===== src/rtl/fft_bitrev_reorder_if.sv =====
// Stream bundle around the FFT reorder buffer: a dual-lane bit-reversed input
// and a single-lane natural-order output, both valid/ready.
interface fft_bitrev_reorder_if #(
  parameter int W = 16
);
  logic                in_valid;
  logic                in_ready;
  logic                in_sof;
  logic signed [W-1:0] in_ar;
  logic signed [W-1:0] in_ai;
  logic signed [W-1:0] in_br;
  logic signed [W-1:0] in_bi;
  logic                out_valid;
  logic                out_ready;
  logic signed [W-1:0] out_r;
  logic signed [W-1:0] out_i;
  logic                out_first;
  logic                out_last;

  modport master (
    output in_valid, in_sof, in_ar, in_ai, in_br, in_bi, out_ready,
    input  in_ready, out_valid, out_r, out_i, out_first, out_last
  );

  modport slave (
    input  in_valid, in_sof, in_ar, in_ai, in_br, in_bi, out_ready,
    output in_ready, out_valid, out_r, out_i, out_first, out_last
  );
endinterface


===== src/rtl/fft_bitrev_reorder.sv =====
// Ping-pong reorder buffer: takes two bit-reversed complex bins per beat from the
// FFT and emits one bin per cycle in natural order under valid/ready backpressure.
module fft_bitrev_reorder #(
  parameter int N    = 8,
  parameter int LOGN = 3,
  parameter int W    = 16
) (
  input  logic                  c,
  input  logic                  rst,
  fft_bitrev_reorder_if.slave   bus,
  output logic [7:0]            drop_cnt
);
  localparam int HALF = N / 2;
  localparam int HW   = LOGN - 1;

  // Lane A always lands in the lower half of a frame (address MSB 0) and lane B in
  // the upper half, so each lane gets its own single-write-port memory.
  logic [2*W-1:0] mem_a [0:N-1];
  logic [2*W-1:0] mem_b [0:N-1];

  logic [1:0]          full_reg, full_next;
  logic                wbank_reg, rbank_reg;
  logic [HW-1:0]       wcnt_reg;
  logic [LOGN-1:0]     rcnt_reg;
  logic [7:0]          drop_reg;
  logic                out_valid_reg, out_first_reg, out_last_reg;
  logic signed [W-1:0] out_r_reg, out_i_reg;

  logic          accept, wdone, load, rdone;
  logic [HW-1:0] widx, wrev;
  logic [LOGN-1:0] waddr, raddr;

  assign bus.in_ready = !full_reg[wbank_reg];
  assign accept       = bus.in_valid && bus.in_ready;

  // A start-of-frame beat always restarts at beat 0, discarding any partial frame.
  assign widx  = bus.in_sof ? '0 : wcnt_reg;
  assign wdone = (widx == HW'(HALF - 1));

  genvar gi;
  generate
    for (gi = 0; gi < HW; gi++) begin : g_rev
      assign wrev[gi] = widx[HW-1-gi];
    end
  endgenerate

  assign waddr = {wbank_reg, wrev};
  assign raddr = {rbank_reg, rcnt_reg[HW-1:0]};
  assign load  = full_reg[rbank_reg] && (!bus.out_valid || bus.out_ready);
  assign rdone = (rcnt_reg == LOGN'(N - 1));

  always_ff @(posedge c) begin
    if (accept) begin
      mem_a[waddr] <= {bus.in_ar, bus.in_ai};
      mem_b[waddr] <= {bus.in_br, bus.in_bi};
    end
  end

  // Set and clear can never hit the same bank in one cycle: a set needs the
  // write bank empty, a clear needs the read bank full.
  always_comb begin
    full_next = full_reg;
    if (accept && wdone) full_next[wbank_reg] = 1'b1;
    if (load && rdone)   full_next[rbank_reg] = 1'b0;
  end

  always_ff @(posedge c) begin
    if (rst) begin
      full_reg      <= '0;
      wbank_reg     <= 1'b0;
      rbank_reg     <= 1'b0;
      wcnt_reg      <= '0;
      rcnt_reg      <= '0;
      drop_reg      <= '0;
      out_valid_reg <= 1'b0;
      out_first_reg <= 1'b0;
      out_last_reg  <= 1'b0;
      out_r_reg     <= '0;
      out_i_reg     <= '0;
    end else begin
      full_reg <= full_next;
      if (accept) begin
        wcnt_reg <= wdone ? '0 : widx + HW'(1);
        if (wdone) wbank_reg <= ~wbank_reg;
        if (bus.in_sof && (wcnt_reg != '0) && (drop_reg != 8'hff))
          drop_reg <= drop_reg + 8'd1;
      end
      if (load) begin
        {out_r_reg, out_i_reg} <= rcnt_reg[LOGN-1] ? mem_b[raddr] : mem_a[raddr];
        out_valid_reg <= 1'b1;
        out_first_reg <= (rcnt_reg == '0);
        out_last_reg  <= rdone;
        rcnt_reg      <= rdone ? '0 : rcnt_reg + LOGN'(1);
        if (rdone) rbank_reg <= ~rbank_reg;
      end else if (bus.out_ready) begin
        out_valid_reg <= 1'b0;
      end
    end
  end

  assign bus.out_valid = out_valid_reg;
  assign bus.out_first = out_first_reg;
  assign bus.out_last  = out_last_reg;
  assign bus.out_r     = out_r_reg;
  assign bus.out_i     = out_i_reg;
  assign drop_cnt      = drop_reg;
endmodule


===== src/flat_wrapper.sv =====
// flat-port wrapper written by rule: the top's interface ports become plain ports
module fft_bitrev_reorder_flat 
#(
  parameter int N    = 8,
  parameter int LOGN = 3,
  parameter int W    = 16
)
  (c, rst, drop_cnt, bus_in_valid, bus_in_sof, bus_in_ar, bus_in_ai, bus_in_br, bus_in_bi, bus_out_ready, bus_in_ready, bus_out_valid, bus_out_r, bus_out_i, bus_out_first, bus_out_last);
  fft_bitrev_reorder_if #(.W(W)) bus_i ();
  input  logic c;
  input  logic rst;
  output logic [7:0] drop_cnt;
  input wire logic [$bits(bus_i.in_valid)-1:0] bus_in_valid;
  input wire logic [$bits(bus_i.in_sof)-1:0] bus_in_sof;
  input wire logic [$bits(bus_i.in_ar)-1:0] bus_in_ar;
  input wire logic [$bits(bus_i.in_ai)-1:0] bus_in_ai;
  input wire logic [$bits(bus_i.in_br)-1:0] bus_in_br;
  input wire logic [$bits(bus_i.in_bi)-1:0] bus_in_bi;
  input wire logic [$bits(bus_i.out_ready)-1:0] bus_out_ready;
  output wire logic [$bits(bus_i.in_ready)-1:0] bus_in_ready;
  output wire logic [$bits(bus_i.out_valid)-1:0] bus_out_valid;
  output wire logic [$bits(bus_i.out_r)-1:0] bus_out_r;
  output wire logic [$bits(bus_i.out_i)-1:0] bus_out_i;
  output wire logic [$bits(bus_i.out_first)-1:0] bus_out_first;
  output wire logic [$bits(bus_i.out_last)-1:0] bus_out_last;
  assign bus_i.in_valid = bus_in_valid;
  assign bus_i.in_sof = bus_in_sof;
  assign bus_i.in_ar = bus_in_ar;
  assign bus_i.in_ai = bus_in_ai;
  assign bus_i.in_br = bus_in_br;
  assign bus_i.in_bi = bus_in_bi;
  assign bus_i.out_ready = bus_out_ready;
  assign bus_in_ready = bus_i.in_ready;
  assign bus_out_valid = bus_i.out_valid;
  assign bus_out_r = bus_i.out_r;
  assign bus_out_i = bus_i.out_i;
  assign bus_out_first = bus_i.out_first;
  assign bus_out_last = bus_i.out_last;
  fft_bitrev_reorder #(.N(N), .LOGN(LOGN), .W(W)) u_core (.c(c), .rst(rst), .bus(bus_i), .drop_cnt(drop_cnt));
endmodule

===== config.mk =====
export PLATFORM = sky130hd
export DESIGN_NAME = fft_bitrev_reorder_flat
export DESIGN_NICKNAME = d
export VERILOG_FILES = /design/src/rtl/fft_bitrev_reorder_if.sv /design/src/rtl/fft_bitrev_reorder.sv /design/src/flat_wrapper.sv
export SDC_FILE = /design/constraint.sdc
export NUM_CORES = 1
export LEC_CHECK = 0
export BUFFER_PORTS_ARGS = -buffer_cell sky130_fd_sc_hd__clkbuf_2
export CORE_AREA = 2 2 193 195
export CTS_BUF_LIST = sky130_fd_sc_hd__clkbuf_8
export DETAILED_ROUTE_END_ITERATION = 7
export DIE_AREA = 0 0 195 197
export GPL_ROUTABILITY_DRIVEN = 0
export PLACE_DENSITY_LB_ADDON = 0.2
export REMOVE_ABC_BUFFERS = 1
export SETUP_SLACK_MARGIN = 0.02
export SLEW_MARGIN = 5
export SYNTH_ARGS = -nofsm -noshare
export SYNTH_HDL_FRONTEND = slang
export SYNTH_SLANG_ARGS = --single-unit

===== constraint.sdc =====
create_clock -name c -period 6.55 [get_ports c]
set_clock_uncertainty 0.15 [all_clocks]
set_input_delay 0.3275 -clock c [delete_from_list [all_inputs] [get_ports c]]
set_output_delay 0.3275 -clock c [all_outputs]
set_load 0.03 [all_outputs]

==> results.cfg <==
[global_route]
grt_overflow = 0
grt_max_degree = 95
grt_first_pass_wirelength_um = 64100
grt_usage_pct = 22.3
antenna_found_initial = 2
first_global_vias = 11234

[route]
vias = 10720
wirelength_um = 41700
antenna_left = 0
first_pass_iters = 5
drt_iter0_drc = 843
drcViolationCount = 0
routedWlPerCell_um = 23.0
vias_per_cell = 5.92

[clocking]
cts_max_level = 3
clk_latency_ns = 0.63
clk_path_buf_depth = 3
clock_sinks = 564
clkTransAtPathRegs_ns = 0.06
cts_resized = 0
clockRootBuffer = clkbuf_8
cts_setup_buffers = 0
cts_tree = yes
cts_buffers = 88
hold_buffers = 65

[hold_path]
hold_path.class = primary input to flop

[timing]
finalCritPeriodShare_pct = 50.3
report.final.slew_viol_count = 0
max_freq_mhz = 304
relSlewSlack_pct = 20.7
worstMarginPinSlew_ns = 1.19
final-hold-violation-count = 0
setup_tns_ns = 0
rsz0062_at_grt = false
hold_ws_ns = 0.0457
min_period_ns = 3.29
setup-violations-final = 0

[logic_synthesis]
yosysSeqAreaShare_pct = 76.5
ys_types = 44
ys_seq_elements = 564
synth_area_per_cell_um2 = 20.5
async_flop_share_pct = 0
ys.flop_type = edfxtp_1
synth_area_um2 = 21500
synth-edff-count = 512
yosysWarnings = 0
synthCells = 1045

[critical_path]
cp_slowest_cell = nor2_4
endpoint_kind = flop
worstPathRequired_ns = 6.65
arrival_ns = 3.39
path_cells = mux2i_4 > nand3_1 > nor2_4 > buf_4
path_class = flop to flop
cp_slowest_stage_delay_ns = 0.91
worst_setup_path_start_kind = flop
critical_path.max_fanout = 34
cpLargestDelayFamily = simple AND/OR/NAND/NOR gates
cp_num_buf_inv = 1

[run]
maxCapViolations = 0

[floorplan]
initial_core_util_pct = 59.2
die_h_um = 197
core.rowCount = 70
dieArea_um2 = 38400
die_x_um = 195
core_um2 = 36300
ioPinCount = 113

[final_layout]
final_area_um2 = 24800
nets = 1345
drive_gt1_share_pct = 28.5
synthToLayoutAreaGrowth_pct = 15.7
top_regs = u_core.mem_a: 256 flops, u_core.mem_b: 256 flops
post-route-util_pct = 68.4

[power]
powerDensity_nw_per_um2 = 276
p_leak_nw = 8.15
peakVddDrop_uv = 217

[placement]
portBuffers = 112
placed_area_um2 = 22500
dp_hpwl_um = 22300

[status]
outcome = finished, final reports clean
[final timing paths]
path / cells after the start / endpoint / slack (ns) / startpoint
hold / removal: 2 / u_core.drop_cnt[7]$_SDFFE_PP0P_ / 0.05 / rst
setup reg to reg: 4 / u_core.mem_a[3][10]$_DFFE_PP_ / 3.26 / u_core.wbank_reg$_SDFFE_PP0N_
hold reg to reg: 2 / u_core.bus.out_first$_SDFFE_PP0P_ / 0.32 / u_core.bus.out_first$_SDFFE_PP0P_
setup / recovery: 4 / u_core.mem_a[3][10]$_DFFE_PP_ / 3.26 / u_core.wbank_reg$_SDFFE_PP0N_
[layer usage]
metal  routed length (um)  GRT usage, %  vias to the layer above
met3                 1940          4.33                       60
met4                  714          6.28                        0
met1                18400          30.8                     5583
met2                20700          36.9                      273
li1                     -             -                     4804
met5                    0             0                        -
[cell usage after synthesis (2+ instances only)]
library cell	instances	area share, %
buf_2	14	0.33
clkbuf_1	30	0.52
xnor2_1	2	0.082
buf_4	4	0.14
nand3_1	7	0.16
nor3_1	7	0.16
a31oi_1	2	0.058
or4_1	3	0.10
inv_1	7	0.12
o21ai_0	3	0.070
or3_1	2	0.058
nand4b_1	2	0.082
ha_1	5	0.29
nor2_1	13	0.23
and4_1	2	0.082
o211ai_1	32	1.1
buf_6	7	0.37
buf_1	3	0.052
mux4_1	14	1.7
edfxtp_1	512	72
nor2b_1	3	0.087
a21oi_1	12	0.28
a22oi_2	6	0.35
a22oi_1	58	2.0
mux2_2	33	1.7
o41ai_1	2	0.082
nand2_1	44	0.77
o31ai_1	2	0.070
nand2b_1	3	0.087
dfxtp_1	52	4.9
mux2i_1	65	3.0
mux4_2	82	8.6
[cells by family (layout without fill, tap and decap cells)]
kind of cell,Yosys count,count (layout),synth area share [%]
and+or+nand+nor,92,92,2.13
other,0,2,0
xor gates and xnor gates,2,2,0.0817
AOI/OAI and AO/OA,121,121,4.22
DFF,564,564,76.5
buffers and inverters,66,362,1.55
muxes,195,195,15.2
adders and majority gates,5,5,0.292
[per-stage QoR]
step                std cells  worst slack [ns]  power, mW
floorplan                 987            -0.383       4.12
global route             1811              3.04       7.06
finish                   1811              3.26       6.85
global placement         1584              3.29       4.19
detailed placement       1584              3.16       4.20
CTS                      1809              3.16       6.89
[cell usage in the layout, fill, tap and decap left out, types with 4 or more instances in the layout]
cell type and n:
clkinv_2 6, dlygate4sd3_1 65, nor3_2 4, buf_4 16
dfxtp_1 49, nand3_1 7, nor2_1 9, mux4_1 14
clkbuf_2 112, clkinv_1 12, edfxtp_1 512, a22oi_2 6
nand2_1 44, mux2i_1 65, mux4_2 82, nor2_4 4
inv_1 44, a21oi_1 11, ha_1 5, mux2_2 33
o211ai_1 32, clkbuf_8 101, a22oi_1 58
[final cells by class]
class	instances	area [um^2]
antenna	2	5.00
clock buffer	101	1390
clock inverter	59	245
fill	2435	11400
inverter	8	30.0
multi-input combinational	415	4780
sequential	564	16400
tap	468	586
timing repair buffer	194	1350
[power breakdown]
part	switching, mW	internal (mW)	leakage [nW]
clock	1.29	1.40	0.970
sequential	0.0102	3.97	5.07
combinational	0.102	0.0729	2.11
total	1.40	5.45	8.15
Note: power is estimated with default switching activity, not from simulation.
